`config.mk`:
```
export PLATFORM = sky130hd
export DESIGN_NAME = shifter_operand_fetch
export DESIGN_NICKNAME = d
export VERILOG_FILES = /design/src/rtl/shifter_operand_fetch.sv
export SDC_FILE = /design/constraint.sdc
export NUM_CORES = 1
export LEC_CHECK = 0
export ABC_CLOCK_PERIOD_IN_PS = 1900
export CAP_MARGIN = 5
export CELL_PAD_IN_SITES_DETAIL_PLACEMENT = 1
export CELL_PAD_IN_SITES_GLOBAL_PLACEMENT = 1
export CORE_MARGIN = 1.5
export CORE_UTILIZATION = 26
export CTS_BUF_LIST = sky130_fd_sc_hd__clkbuf_4 sky130_fd_sc_hd__clkbuf_8 sky130_fd_sc_hd__clkbuf_16
export DETAILED_ROUTE_END_ITERATION = 10
export PLACE_DENSITY_LB_ADDON = 0.05
export SLEW_MARGIN = 15
export SYNTH_ARGS = -nofsm -noshare
export SYNTH_HDL_FRONTEND = slang
export SYNTH_SLANG_ARGS = --single-unit
```
`constraint.sdc`:
```
create_clock -name clk -period 1.9 [get_ports clk]
set_clock_uncertainty 0.1 [all_clocks]
set_input_delay 0.19 -clock clk [delete_from_list [all_inputs] [get_ports clk]]
set_output_delay 0.19 -clock clk [all_outputs]
set_load 0.03 [all_outputs]
```
`src/rtl/shifter_operand_fetch.sv`:
```
// Operand-2 front end: decodes I/shift fields, fetches Rs/Rm over one read port, normalises ARM shift quirks.
// Latency accept->out_valid: imm 1, imm-shift 2, reg-shift 3 cycles (zero-wait acks); bundle held until in_ready.
module shifter_operand_fetch (
  input  logic        clk,
  input  logic        rst,
  input  logic        in_valid,
  output logic        out_ready,
  input  logic [31:0] in_instr,
  input  logic        in_carry,
  output logic        out_rf_req,
  output logic [3:0]  out_rf_addr,
  input  logic        in_rf_ack,
  input  logic [31:0] in_rf_data,
  output logic        out_valid,
  input  logic        in_ready,
  output logic [31:0] out_data,
  output logic [31:0] out_shift_value,
  output logic [2:0]  out_op_select,
  output logic        out_carry,
  output logic        out_err
);

  typedef enum logic [2:0] {
    IDLE    = 3'd0,
    READ_RS = 3'd1,
    READ_RM = 3'd2,
    OUT     = 3'd3,
    ERR     = 3'd4
  } state_t;

  localparam logic [2:0] OP_LSL = 3'b000;
  localparam logic [2:0] OP_ROR = 3'b011;
  localparam logic [2:0] OP_RRX = 3'b100;

  state_t      r_state;
  state_t      w_next;
  logic [3:0]  r_rs_addr;
  logic [3:0]  r_rm_addr;
  logic        r_carry;
  logic [31:0] r_data;
  logic [31:0] r_shift;
  logic [2:0]  r_op;

  logic        w_accept;
  logic [4:0]  w_amt;
  logic [1:0]  w_type;
  logic [2:0]  w_op_dec;
  logic [31:0] w_shift_dec;
  logic        w_unused;

  assign w_accept = in_valid && (r_state == IDLE);
  assign w_amt    = in_instr[11:7];
  assign w_type   = in_instr[6:5];
  assign w_unused = &{1'b0, in_instr[31:26], in_instr[24:12]};

  // Shift normalisation: LSR/ASR #0 mean 32, ROR #0 means RRX by one.
  always_comb begin
    w_op_dec    = OP_LSL;
    w_shift_dec = '0;
    if (in_instr[25]) begin
      w_op_dec    = OP_ROR;
      w_shift_dec = {27'b0, in_instr[11:8], 1'b0};
    end else if (!in_instr[4]) begin
      case (w_type)
        2'b00: begin
          w_op_dec    = OP_LSL;
          w_shift_dec = {27'b0, w_amt};
        end
        2'b01, 2'b10: begin
          w_op_dec    = {1'b0, w_type};
          w_shift_dec = (w_amt == 5'd0) ? 32'd32 : {27'b0, w_amt};
        end
        default: begin
          w_op_dec    = (w_amt == 5'd0) ? OP_RRX : OP_ROR;
          w_shift_dec = (w_amt == 5'd0) ? 32'd1 : {27'b0, w_amt};
        end
      endcase
    end else begin
      w_op_dec    = {1'b0, w_type};
      w_shift_dec = '0;
    end
  end

  always_ff @(posedge clk) begin
    if (rst) r_state <= IDLE;
    else     r_state <= w_next;
  end

  always_comb begin
    w_next = r_state;
    case (r_state)
      IDLE: begin
        if (in_valid) begin
          if (in_instr[25])     w_next = OUT;
          else if (!in_instr[4]) w_next = READ_RM;
          else if (in_instr[7])  w_next = ERR;
          else                   w_next = READ_RS;
        end
      end
      READ_RS: if (in_rf_ack) w_next = READ_RM;
      READ_RM: if (in_rf_ack) w_next = OUT;
      OUT:     if (in_ready)  w_next = IDLE;
      ERR:     w_next = IDLE;
      default: w_next = IDLE;
    endcase
  end

  always_comb begin
    out_ready   = (r_state == IDLE);
    out_rf_req  = (r_state == READ_RS) || (r_state == READ_RM);
    out_valid   = (r_state == OUT);
    out_err     = (r_state == ERR);
    out_rf_addr = '0;
    if (r_state == READ_RS)      out_rf_addr = r_rs_addr;
    else if (r_state == READ_RM) out_rf_addr = r_rm_addr;
  end

  // r_data is preloaded with imm8; register paths overwrite it on the Rm ack.
  always_ff @(posedge clk) begin
    if (rst) begin
      r_rs_addr <= '0;
      r_rm_addr <= '0;
      r_carry   <= 1'b0;
      r_data    <= '0;
      r_shift   <= '0;
      r_op      <= '0;
    end else begin
      if (w_accept) begin
        r_rs_addr <= in_instr[11:8];
        r_rm_addr <= in_instr[3:0];
        r_carry   <= in_carry;
        r_data    <= {24'b0, in_instr[7:0]};
        r_shift   <= w_shift_dec;
        r_op      <= w_op_dec;
      end
      if ((r_state == READ_RS) && in_rf_ack) r_shift <= {24'b0, in_rf_data[7:0]};
      if ((r_state == READ_RM) && in_rf_ack) r_data  <= in_rf_data;
    end
  end

  assign out_data        = r_data;
  assign out_shift_value = r_shift;
  assign out_op_select   = r_op;
  assign out_carry       = r_carry;

endmodule

```
==> flow_summary.ini <==
[job]
drv_cap = 0

[min_path]
hold_path.class = in2reg
whs_path_depth = 2

[synth]
synth.area.top_cells = dfxtp_1 (44%), a22oi_1 (9.5%), buf_4 (7.7%), nor2_1 (6.4%), nand2_1 (5.5%)
syn_avg_cell_area_um2 = 8.65
synth_warnings = 0
synth_xor_xnor_area_share_pct = 0
ys_types = 43
synth_adder_area_share_pct = 1.98
ys.flop_type = dfxtp_1
synth_top_area_share_pct = 43.6
netlist_area_um2 = 2530
synth_top_family_by_area = simple AND/OR/NAND/NOR gates
synth_simple_gate_area_share_pct = 20.6
synthCells = 292
synth_seq_cells = 55
synth_mux_area_share_pct = 0.792
synth_edf_count = 0
synth_common_cells = dfxtp_1 (55), nor2_1 (43), nand2_1 (37)
synth-async-reset-ratio_pct = 0
yosysMostFrequentCell = dfxtp_1
synth_area_leader_cell = dfxtp_1
yosysSeqAreaShare_pct = 43.6
synth-compound-area-share_pct = 20.2

[worst_setup_path]
max_stage_delay_ps = 470
path_max_fanout = 7
arrival_ps = 1480
critPathLaunch = r_state[2]
crit_end = out_valid
rrSetupSlack_ps = 170
worstSetupPathType = reg2out
critPathLaunchType = register
cp-end-kind = output port
reg2reg_depth = 4
cp_cell_sequence = buf_4 -> and3b_1 -> dlygate4sd2_1
reg2reg_from = r_state[1]
crit_cells = 3
required_ps = 1610
crit_slowest_cell = dfxtp_1
path_buf_inv = 2
rr_endpoint = out_data[2]
cpLargestDelayFamily = buffers and inverters

[routing]
wl_met2_um = 3580
drc_errors = 0
drt-pass1-iter-count = 4
vias_per_cell = 4.51
wl_met3_um = 765
wl_per_cell_um = 14.9
vias = 2456
drt-met1-wl_um = 3710
drt_iter0_drc = 96
antenna_left = 0
routed_wl_um = 8100
top_layer = met4

[global_route]
antenna_found_initial = 0
overflow = 0
grt_pass1_vias = 2444
grt_pass1_wl_um = 12700
grt_max_degree = 37
track_usage_pct = 15.8

[floorplan]
core-area_um2 = 9330
num_rows = 35
initial_core_util_pct = 27.1
io_pins = 146
die_y_um = 102
die_area_um2 = 10300
die_x_um = 102

[final_layout]
postLayoutCoreUtil_pct = 41.4
nNetsFinal = 489
final_cells = 544
drive_gt1_share_pct = 14.5
area_growth_pct = 52.9
final-seq-area_um2 = 1100
multi_input_comb_area_um2 = 1210
n_fill_cell = 1151
diodes = 0

[pwr]
vdd_drop_max_uv = 293
powerDensity_nw_per_um2 = 742
leakage_nw = 1.53
power_mw = 2.87

[clock_tree]
cts.root.buffer_cell = clkbuf_8
cts.sinks = 55
cts_made_buffers = 5
cts_tree = yes
clk-insertion-delay-late_ps = 300
htreeDepth = 2
clkTransAtPathRegs_ps = 110
clk_path_buf_depth = 2

[sta]
hold_viol_final = 0
finalMaxSlewViolations = 0
period_minus_slack_ps = 1770
fmax_ghz = 0.566
fin_crit_sh_pct = 93.0
rsz0062_at_grt = false
finalSetupViolCount = 0
fin_setup_tns_ps = 0

[placed_design]
port_buffers = 102
place.gp.congestion = 0.746
dp_hpwl_um = 5880
dp.cells = 533

[status]
status = finished, final reports clean
-- cells in the final DEF (no fill, tap or decap), types with 2 or more instances in the layout --
master,n
dfxtp_1,53
conb_1,24
a311oi_1,4
ha_1,4
a211o_1,2
mux2i_1,2
clkdlybuf4s50_1,93
a21oi_1,16
clkbuf_8,5
nor2_1,43
dlygate4sd2_1,2
a22oi_1,32
nor3_1,5
a211oi_1,4
nand2b_1,3
buf_4,39
buf_12,2
dfxtp_2,2
nor2_4,2
inv_1,6
nand2_1,37
nor2b_2,2
nand3_1,4
a221oi_1,3
a31oi_1,4
-- worst min path at each step --
stage | startpoint | end
final | rst | out_data[27]
after global routing | rst | out_shift_value[6]
after CTS | rst | out_data[31]
after detailed placement | r_rs_addr[0] | r_rs_addr[0]
after global placement | out_carry | out_carry
after floorplan | in_instr[8] | r_rs_addr[0]
-- registers in the layout (all words and copies together), names as in the netlist --
register / flops
r_rs_addr: 4
out_shift_value: 8
out_op_select: 3
out_carry: 1
out_data: 32
r_state: 3
r_rm_addr: 4
-- cell type report --
cell class / count / area share [%]
repair buffers: 137 / 33.3
multi-input cells: 210 / 31.3
flip-flops and latches: 55 / 28.6
well taps: 129 / 4.18
clock buffers: 5 / 1.78
inverters: 6 / 0.583
clock inverters: 2 / 0.356
-- kinds of logic (layout without fill, tap and decap cells) --
family / after synthesis / count (layout)
fa+ha+maj: 4 / 4
other cells: 1 / 24
buf+inv: 51 / 150
simple gates: 107 / 108
compound gates: 72 / 72
mux: 2 / 2
flops: 55 / 55
-- metal layers --
metal	up-vias	global-route usage, %
met5	-	0
met4	0	3.53
met3	6	7.18
met2	82	23.9
met1	1148	20.8
li1	1220	-
-- where the power goes --
part           leakage (nW)  internal (mW)  switching [mW]  total, mW
sequential            0.449           1.23          0.0573       1.29
clock                0.0440          0.254           0.393      0.646
combinational          1.04          0.400           0.528      0.928
total                  1.53           1.89           0.978       2.87
-- through the flow --
step           hold slack, ps  worst slack (ps)  instance area [µm²]
5_1_grt                   190              16.9                 3860
3_3_place_gp              347             -33.8                 3740
2_1_floorplan             226               106                 2610
4_1_cts                   185              9.88                 3830
3_5_place_dp              350             -62.2                 3740
6_report                  185               134                 3860
-- repair_timing --
action / 4_1_cts / 5_1_grt
resized for setup: 3 / 4
setup buffers: 0 / 3
cloned: 1 / 0
pin swaps: 1 / 1
hold buffers: 0 / 0
endpoints found under the setup margin: 8 / 27
No activity file was read; power rests on OpenSTA's default activity.
